--- src/rtl/alu_arbiter.sv ---
// -----------------------------------------------------------------------------
// alu_arbiter
//   Shares one combinational 8-bit ALU between N_REQ requesters. A round-robin
//   search picks a winner in IDLE. The winner's op and operands are latched,
//   drive the ALU for one cycle in EXEC, and the registered result is returned
//   with the winner's index over a valid/ready handshake in RESP. Only one
//   operation is in flight at a time.
//
// Ports
//   clk, rst_n          clock (rising edge) and async active-low reset
//   req_valid/req_ready per-requester handshake; ready is one-hot or zero
//   req_op/req_a/req_b  packed per-requester payloads (6/8/8 bits per slot)
//   alu_op/alu_a/alu_b  latched operation towards the shared ALU
//   alu_out             combinational ALU result
//   resp_valid/ready    result handshake
//   resp_id/data/err    owner index, registered result, illegal-op flag
//
// state   | meaning
// --------+-----------------------------------------------------------
// ST_IDLE | searching for a requester, grant + latch payload on a hit
// ST_EXEC | latched operation on the ALU, result captured at cycle end
// ST_RESP | result presented until the consumer takes it
// -----------------------------------------------------------------------------
module alu_arbiter #(
    parameter int N_REQ = 4,
    parameter int ID_W  = 2
) (
    input  logic                 clk,
    input  logic                 rst_n,
    input  logic [N_REQ-1:0]     req_valid,
    output logic [N_REQ-1:0]     req_ready,
    input  logic [N_REQ*6-1:0]   req_op,
    input  logic [N_REQ*8-1:0]   req_a,
    input  logic [N_REQ*8-1:0]   req_b,
    output logic [5:0]           alu_op,
    output logic [7:0]           alu_a,
    output logic [7:0]           alu_b,
    input  logic [7:0]           alu_out,
    output logic                 resp_valid,
    input  logic                 resp_ready,
    output logic [ID_W-1:0]      resp_id,
    output logic [7:0]           resp_data,
    output logic                 resp_err
);

    typedef enum logic [1:0] {
        ST_IDLE = 2'd0,
        ST_EXEC = 2'd1,
        ST_RESP = 2'd2
    } state_t;

    state_t            r_state;
    state_t            w_state_nxt;

    logic [ID_W-1:0]   r_rr_ptr;
    logic [5:0]        r_op;
    logic [7:0]        r_a;
    logic [7:0]        r_b;
    logic [7:0]        r_result;
    logic [ID_W-1:0]   r_id;
    logic              r_err;

    logic              w_grant_found;
    logic [ID_W-1:0]   w_grant_idx;
    logic              w_accept;
    logic              w_done;
    logic              w_op_illegal;

    // (base + k) mod N_REQ without relying on N_REQ being a power of two;
    // base < N_REQ and k < N_REQ, so a single subtraction is enough.
    function automatic logic [ID_W-1:0] wrap_idx(input logic [ID_W-1:0] base,
                                                 input int              k);
        logic [31:0] s;
        s = 32'(base) + 32'(k);
        if (s >= 32'(N_REQ)) begin
            s = s - 32'(N_REQ);
        end
        return s[ID_W-1:0];
    endfunction

    // First valid requester at or after the round-robin pointer.
    always_comb begin : grant_search
        w_grant_found = 1'b0;
        w_grant_idx   = '0;
        for (int k = 0; k < N_REQ; k++) begin
            if (!w_grant_found && req_valid[wrap_idx(r_rr_ptr, k)]) begin
                w_grant_found = 1'b1;
                w_grant_idx   = wrap_idx(r_rr_ptr, k);
            end
        end
    end

    // rst_n gates the grant so req_ready stays low while reset is held,
    // even though the state register already sits in IDLE.
    assign w_accept     = (r_state == ST_IDLE) && w_grant_found && rst_n;
    assign w_done       = (r_state == ST_RESP) && resp_ready;
    assign w_op_illegal = |r_op[5:3];

    always_ff @(posedge clk or negedge rst_n) begin : state_reg
        if (!rst_n) begin
            r_state <= ST_IDLE;
        end else begin
            r_state <= w_state_nxt;
        end
    end

    always_comb begin : fsm_next
        w_state_nxt = r_state;
        req_ready   = '0;
        resp_valid  = 1'b0;
        case (r_state)
            ST_IDLE: begin
                if (w_accept) begin
                    req_ready[w_grant_idx] = 1'b1;
                    w_state_nxt            = ST_EXEC;
                end
            end
            ST_EXEC: begin
                w_state_nxt = ST_RESP;
            end
            ST_RESP: begin
                resp_valid = 1'b1;
                if (resp_ready) begin
                    w_state_nxt = ST_IDLE;
                end
            end
            default: begin
                w_state_nxt = ST_IDLE;
            end
        endcase
    end

    always_ff @(posedge clk or negedge rst_n) begin : datapath
        if (!rst_n) begin
            r_rr_ptr <= '0;
            r_op     <= '0;
            r_a      <= '0;
            r_b      <= '0;
            r_result <= '0;
            r_id     <= '0;
            r_err    <= 1'b0;
        end else begin
            if (w_accept) begin
                r_op <= req_op[6*w_grant_idx +: 6];
                r_a  <= req_a[8*w_grant_idx +: 8];
                r_b  <= req_b[8*w_grant_idx +: 8];
                r_id <= w_grant_idx;
            end
            if (r_state == ST_EXEC) begin
                // Ops outside the ALU's defined range return zero data.
                r_err    <= w_op_illegal;
                r_result <= w_op_illegal ? 8'h00 : alu_out;
            end
            // The winner becomes lowest priority once its result is taken.
            if (w_done) begin
                r_rr_ptr <= (r_id == ID_W'(N_REQ - 1)) ? '0 : r_id + 1'b1;
            end
        end
    end

    assign alu_op    = r_op;
    assign alu_a     = r_a;
    assign alu_b     = r_b;
    assign resp_id   = r_id;
    assign resp_data = r_result;
    assign resp_err  = r_err;

endmodule
--- config.mk ---
export PLATFORM = sky130hd
export DESIGN_NAME = alu_arbiter
export DESIGN_NICKNAME = d
export VERILOG_FILES = /design/src/rtl/alu_arbiter.sv
export SDC_FILE = /design/constraint.sdc
export NUM_CORES = 1
export LEC_CHECK = 0
export ABC_AREA = 1
export BUFFER_PORTS_ARGS = -buffer_cell sky130_fd_sc_hd__buf_2
export CORE_UTILIZATION = 30
export CTS_BUF_LIST = sky130_fd_sc_hd__clkbuf_4 sky130_fd_sc_hd__clkbuf_8
export CTS_CLUSTER_DIAMETER = 120
export DETAILED_ROUTE_END_ITERATION = 7
export GPL_ROUTABILITY_DRIVEN = 0
export SYNTH_ARGS = -nofsm -noshare
export SYNTH_HDL_FRONTEND = slang
export SYNTH_SLANG_ARGS = --single-unit
--- constraint.sdc ---
create_clock -name clk -period 2.7 [get_ports clk]
set_input_delay 0.135 -clock clk [delete_from_list [all_inputs] [get_ports clk]]
set_output_delay 0.135 -clock clk [all_outputs]
set_load 0.005 [all_outputs]
==> summary.txt, run 1 <==
Final WL -> 7610 um
Pleak -> 2.15 nW
Worst reg2reg setup slack -> 380 ps
Proportion of layout cells with a drive suffix above 1 -> 33.1%
Routed Antenna Nets -> 0
Final worst-path cycle share -> 93.4%
Cell Pwr Density -> 1230 nW/um2
Reg2reg end -> alu_a[4]$_DFFE_PN0N_
Slew Limit Fails -> 0
Overall Global Routing Usage -> 16.6%
Drt drc -> 0
Row count -> 34
Peak Freq -> 396 MHz
Syn nets -> 495
Clock skew -> 9.80 ps
# nets final -> 632
Worst-path fanout max -> 19
Post-synth EDFFs -> 0
Sequential cell area fraction in the yosys report -> 34.7%
Most frequent cells in the layout -> buf_2, nand2_1, inv_1
Most used DFF post-synth -> dfrtp_1
Setup TNS -> 0 ps
Pwr Total -> 4.39 mW
Yosys reg bits -> 37
Area Growth Syn to Fin -> 33.4%
Worst Setup EP -> req_ready[0]
RSZ-0062 raised after global routing -> no
Congestion Overflow GR -> 0
IO Port Bufs -> 140
First-pass GRT wire length -> 11900 um
Yosys warnings -> 0
Core region area -> 8680 um2
Worst Slack Setup Final -> 178 ps
Post-Syn Area -> 2670 um2
DP Area -> 3400 um2
Async SR Flop Fraction -> 100%
Worst R2R Start -> r_rr_ptr[0]$_DFFE_PN0P_
MaxCap Viol Count -> 0
Class of the worst hold path -> input port to register
Most common cell after layout, fill and taps aside -> buf_2
Hold Fails Final Rpt -> 0
Arr. time, crit path -> 2390 ps
Worst-path clk slew -> 80 ps
Vias -> 2990
Initial antenna violation count -> 0
Distinct cells, synth -> 29
Antenna fix cells -> 0
Final instance area -> 3560 um2
Setup WS pre-CTS -> 233 ps
Final setup viols -> 0
Worst-Skew Late Latency -> 290 ps
Drt via density -> 4.69
Chip width -> 96.3 um
CP Capture Type -> output port
CP Class -> register to output port
CTS Root Cell -> clkbuf_8
WL per Instance -> 11.9 um
Die Ht -> 96.3 um
Vias in the first global route -> 2669
Largest net degree at the start of global routing -> 53
Final min period -> 2520 ps
DPL Wire Length -> 5760 um
Critical path launch point -> r_rr_ptr[0]$_DFFE_PN0P_
Syn Area/Cell -> 6.82 um2
Critical path launch point type -> register
Clk sinks -> 37
CTS tree -> done
CTS max path bufs -> 2
Iteration-0 DRC Markers -> 88
Critical Path RT -> 2570 ps
CTS Buf Count -> 5
CTS H-Tree Depth -> 2
Worst slew pin tran -> 486 ps
IO Pins -> 141
Max IR drop VDD -> 0.602 mV
R2R depth -> 11
Total die area -> 9270 um2
Synth Instances -> 391
Status -> finished clean
Relative slew slack -> 67.6%
TritonRoute pass-1 iters -> 5
Initial Util -> 30.7%
where the power goes:
| group | internal (mW) | total, mW | switching (mW) |
|---|---|---|---|
| logic | 1.10 | 2.93 | 1.84 |
| registers | 0.831 | 1.02 | 0.192 |
| clock network | 0.231 | 0.433 | 0.202 |
| total | 2.16 | 4.39 | 2.23 |
cell type report:
| type | count | area (um2) |
|---|---|---|
| Clock buffer | 7 | 96.3 |
| Timing Repair Buffer | 147 | 768 |
| Fill cell | 953 | 5120 |
| Clock inverter | 1 | 5.00 |
| Tap cell | 108 | 135 |
| Sequential cell | 37 | 927 |
| Inverter | 77 | 292 |
| Multi-Input combinational cell | 260 | 1340 |
synth_stat cells (3+ instances only):
master    instances  share of area (%)
o211ai_1         14                3.9
or2_0            10                2.3
buf_6             5                2.1
nand2_1         127                 18
nor3_1            3               0.56
nor2_1           10                1.4
inv_1            70                9.8
buf_2             6                1.1
or2_2             3               0.70
nand4_1          16                3.8
a22o_1            8                2.6
buf_4             6                1.7
dfrtp_1          37                 35
nand3_1          50                9.4
nor2_4            3                1.3
inv_2             5               0.70
cells by family after synthesis:
family / Yosys count / synth area share [%]
buffers and inverters: 95 / 15.9
adders and majority gates: 1 / 0.469
AOI/OAI and AO/OA: 27 / 7.65
and+or+nand+nor: 231 / 41.3
DFF: 37 / 34.7
flip-flops by register name, indices dropped and copies added (netlist names):
| register | count |
|---|---|
| resp_err | 1 |
| alu_op | 6 |
| resp_id | 2 |
| r_state | 2 |
| r_rr_ptr | 2 |
| alu_a | 8 |
| alu_b | 8 |
| resp_data | 8 |
critical path, stage by stage, from the launching register on:
cell and delay [ps]:
dfrtp_2 510, inv_4 140, nand2_1 90, nand2_2 100, nor2_1 60, nor2_1 190, nand3_4 260, nand3_4 260
inv_1 100, nor3_1 220, buf_2 170
through the flow:
stage,cells,hold WS [ps],util [%]
after floorplan,391,-161,-
after global placement,624,289,39.2
after detailed placement,624,295,39.2
after CTS,633,55.1,40.5
after global routing,637,61.5,41.0
final,637,58.6,41.0
metal layers:
metal	vias to the layer above	share of wire (%)	global-route usage, %
li1	1502	-	-
met1	1362	44	20.9
met2	118	49	28.8
met3	8	6.6	3.00
met4	0	0.92	4.78
met5	-	0	0
worst min-delay path by stage:
stage	from	to	depth (start not counted)
after global routing	alu_out[4]	resp_data[4]$_DFFE_PN0N_	2
after floorplan	rst_n	alu_a[0]$_DFFE_PN0N_	0
after detailed placement	rst_n	alu_b[6]$_DFFE_PN0N_	2
final	resp_ready	r_state[1]$_DFFE_PN0P_	2
after CTS	alu_out[6]	resp_data[6]$_DFFE_PN0N_	2
after global placement	rst_n	alu_a[1]$_DFFE_PN0N_	2
what timing repair did:
action / 4_1_cts / 5_1_grt
gates cloned: 0 / 1
endpoints found under the hold margin: 37 / 0
pin swaps: 0 / 2
resized for setup: 1 / 2
buffers inserted: 0 / 3
setup endpoints to repair: 2 / 4
hold buffers: 1 / 0
Power figures use the tool's default switching activity.
==> run 2, diff against run 1 <==
- CORE_MARGIN: default -> 5
- clock period: 2.7 -> 2.76 ns (I/O delays scaled with it)
==> summary.txt, run 2 (synthesis results as in run 1) <==
Status -> complete, but fails checks (was finished clean)
Failing checks -> negative hold slack
Most frequent cells in the layout -> buf_2, nand2_1, inv_1 (unchanged)
Cell breakdown of the critical path -> inv_2 -> nand2_1 -> nand2_2 -> nor2_1 -> nor2_1 -> nand3_4 -> nand3_4 -> inv_1 -> nand2_1 -> nor2_1 -> buf_2 (was inv_4 -> nand2_1 -> nand2_2 -> nor2_1 -> nor2_1 -> nand3_4 -> nand3_4 -> inv_1 -> nor3_1 -> buf_2)
Antenna fix cells -> 0 (unchanged)
MaxCap Viol Count -> 0 (unchanged)
Overall Global Routing Usage -> 15.0% (was 16.6%)
Drt drc -> 0 (unchanged)
Die Ht -> 104 um (was 96.3 um)
Final setup viols -> 0 (unchanged)
Relative slew slack -> 67.1% (was 67.6%)
First-pass GRT wire length -> 13800 um (was 11900 um)
Hold_ws -> -15.1 ps (was 58.6 ps)
Row count -> 34 (unchanged)
CTS max path bufs -> 2 (unchanged)
Final worst-path cycle share -> 90.6%
TritonRoute pass-1 iters -> 4 (was 5)
Critical path launch point type -> register (unchanged)
Buf/Inv on CP -> 3 (unchanged)
Crit-path slowest cell -> dfrtp_2 (unchanged)
Worst-path fanout max -> 19 (unchanged)
Final instance area -> 3570 um2 (was 3560 um2)
Pwr Total -> 4.41 mW (was 4.39 mW)
Arr. time, crit path -> 2360 ps (was 2390 ps)
CTS tree -> done (unchanged)
Drt via density -> 4.73 (was 4.69)
R2R depth -> 11 (unchanged)
CP Capture Type -> output port (unchanged)
Clk sinks -> 37 (unchanged)
Max IR drop VDD -> 0.960 mV (was 0.602 mV)
Area Growth Syn to Fin -> 34.0% (was 33.4%)
CTS Root Cell -> clkbuf_8 (unchanged)
Critical Path RT -> 2620 ps (was 2570 ps)
Setup WS pre-CTS -> 258 ps (was 233 ps)
Hold Fails Final Rpt -> 27 (was 0)
Final core occ -> 41.2% (was 41.0%)
CP Class -> register to output port (unchanged)
Worst R2R Start -> r_rr_ptr[0]$_DFFE_PN0P_ (unchanged)
Iteration-0 DRC Markers -> 142 (was 88)
# nets final -> 633 (was 632)
Congestion Overflow GR -> 0 (unchanged)
Chip width -> 104 um (was 96.3 um)
Worst-path clk slew -> 80 ps (about the same)
Final min period -> 2500 ps
Slew Limit Fails -> 0 (unchanged)
IO Port Bufs -> 140 (unchanged)
Total die area -> 10900 um2 (was 9270 um2)
Core region area -> 8680 um2 (unchanged)
Reg2reg end -> alu_a[5]$_DFFE_PN0N_ (was alu_a[4]$_DFFE_PN0N_)
Routed Antenna Nets -> 0 (unchanged)
Worst slew pin tran -> 493 ps (was 486 ps)
CTS H-Tree Depth -> 2 (unchanged)
Largest net degree at the start of global routing -> 49 (was 53)
Setup TNS -> 0 ps (unchanged)
Class of the worst hold path -> input port to async pin (was input port to register)
Vias -> 3020 (was 2990)
Clock skew -> 9.37 ps (was 9.80 ps)
Pleak -> 2.15 nW (about the same)
Vias in the first global route -> 3058 (was 2669)
Hold Buf Count CTS -> 0 (was 1)
Worst-Skew Late Latency -> 290 ps (about the same)
DPL Wire Length -> 6450 um (was 5760 um)
Cell Pwr Density -> 1230 nW/um2 (about the same)
Peak Freq -> 400 MHz
Most common cell after layout, fill and taps aside -> buf_2 (unchanged)
Final WL -> 8330 um (was 7610 um)
Worst reg2reg setup slack -> 460 ps (was 380 ps)
DP Area -> 3430 um2 (was 3400 um2)
Layout fillers -> 957 (was 953)
Worst Slack Setup Final -> 258 ps (was 178 ps)
Initial antenna violation count -> 0 (unchanged)
Initial Util -> 30.7% (unchanged)
Cell repeated most along the worst path -> nor2_1
RSZ-0062 raised after global routing -> no (unchanged)
CP delay by family, top -> simple AND/OR/NAND/NOR gates (unchanged)
CTS Buf Count -> 5 (unchanged)
WL per Instance -> 13.1 um (was 11.9 um)
CP max stage delay -> 490 ps (was 510 ps)
Proportion of layout cells with a drive suffix above 1 -> 33.4% (was 33.1%)
IO Pins -> 141 (unchanged)
-- run 2: per-stage QoR --
step	hold slack (ps)	cells
global placement	313	627
finish	-15.1	638
CTS	4.66	635
floorplan	-158	391
detailed placement	334	627
global route	37.6	638
-- run 2: layout make-up --
type / count / area [um2] / share of cell area [%]
Multi-Input combinational cell: 260 / 1330 / 37.1
Clock buffer: 6 / 82.6 / 2.31
Sequential cell: 37 / 927 / 25.9
Clock inverter: 2 / 37.5 / 1.05
Timing Repair Buffer: 148 / 773 / 21.6
Tap cell: 108 / 135 / 3.78
Inverter: 77 / 292 / 8.16
-- run 2: timing repair --
action,4_1_cts,5_1_grt
setup buffers,0,2
gates resized for setup,0,2
endpoints found under the setup margin,0,4
-- run 2: layer usage --
| metal | vias up | share of wire (%) | track usage, % | wire, um |
|---|---|---|---|---|
| li1 | 1509 | - | - | - |
| met4 | 0 | 1.7 | 4.72 | 145 |
| met2 | 129 | 47 | 25.2 | 3960 |
| met5 | - | 0 | 0 | 0 |
| met1 | 1365 | 44 | 18.3 | 3640 |
| met3 | 17 | 7.1 | 4.41 | 590 |
-- run 2: worst register-to-register path, delay by kind of cell (launching register included) --
kind                   cells  cell delay, ps
and+or+nand+nor            9            1370
DFF                        1             490
buffers and inverters      2             380
-- run 2: worst max-delay path by stage --
| stage | cells past startpoint | to | startpoint |
|---|---|---|---|
| 6_report | 11 | req_ready[3] | r_rr_ptr[0]$_DFFE_PN0P_ |
| 3_5_place_dp | 11 | alu_a[4]$_DFFE_PN0N_ | r_rr_ptr[0]$_DFFE_PN0P_ |
| 4_1_cts | 11 | req_ready[3] | r_rr_ptr[0]$_DFFE_PN0P_ |
| 3_3_place_gp | 11 | alu_a[4]$_DFFE_PN0N_ | r_rr_ptr[0]$_DFFE_PN0P_ |
| 5_1_grt | 11 | req_ready[3] | r_rr_ptr[0]$_DFFE_PN0P_ |
| 2_1_floorplan | 10 | req_ready[2] | r_rr_ptr[0]$_DFFE_PN0P_ |
-- run 2: report_power, final --
group	internal [mW]	total, mW	switching [mW]
Sequential	0.813	1.00	0.189
Clock	0.294	0.500	0.206
Combinational	1.09	2.91	1.82
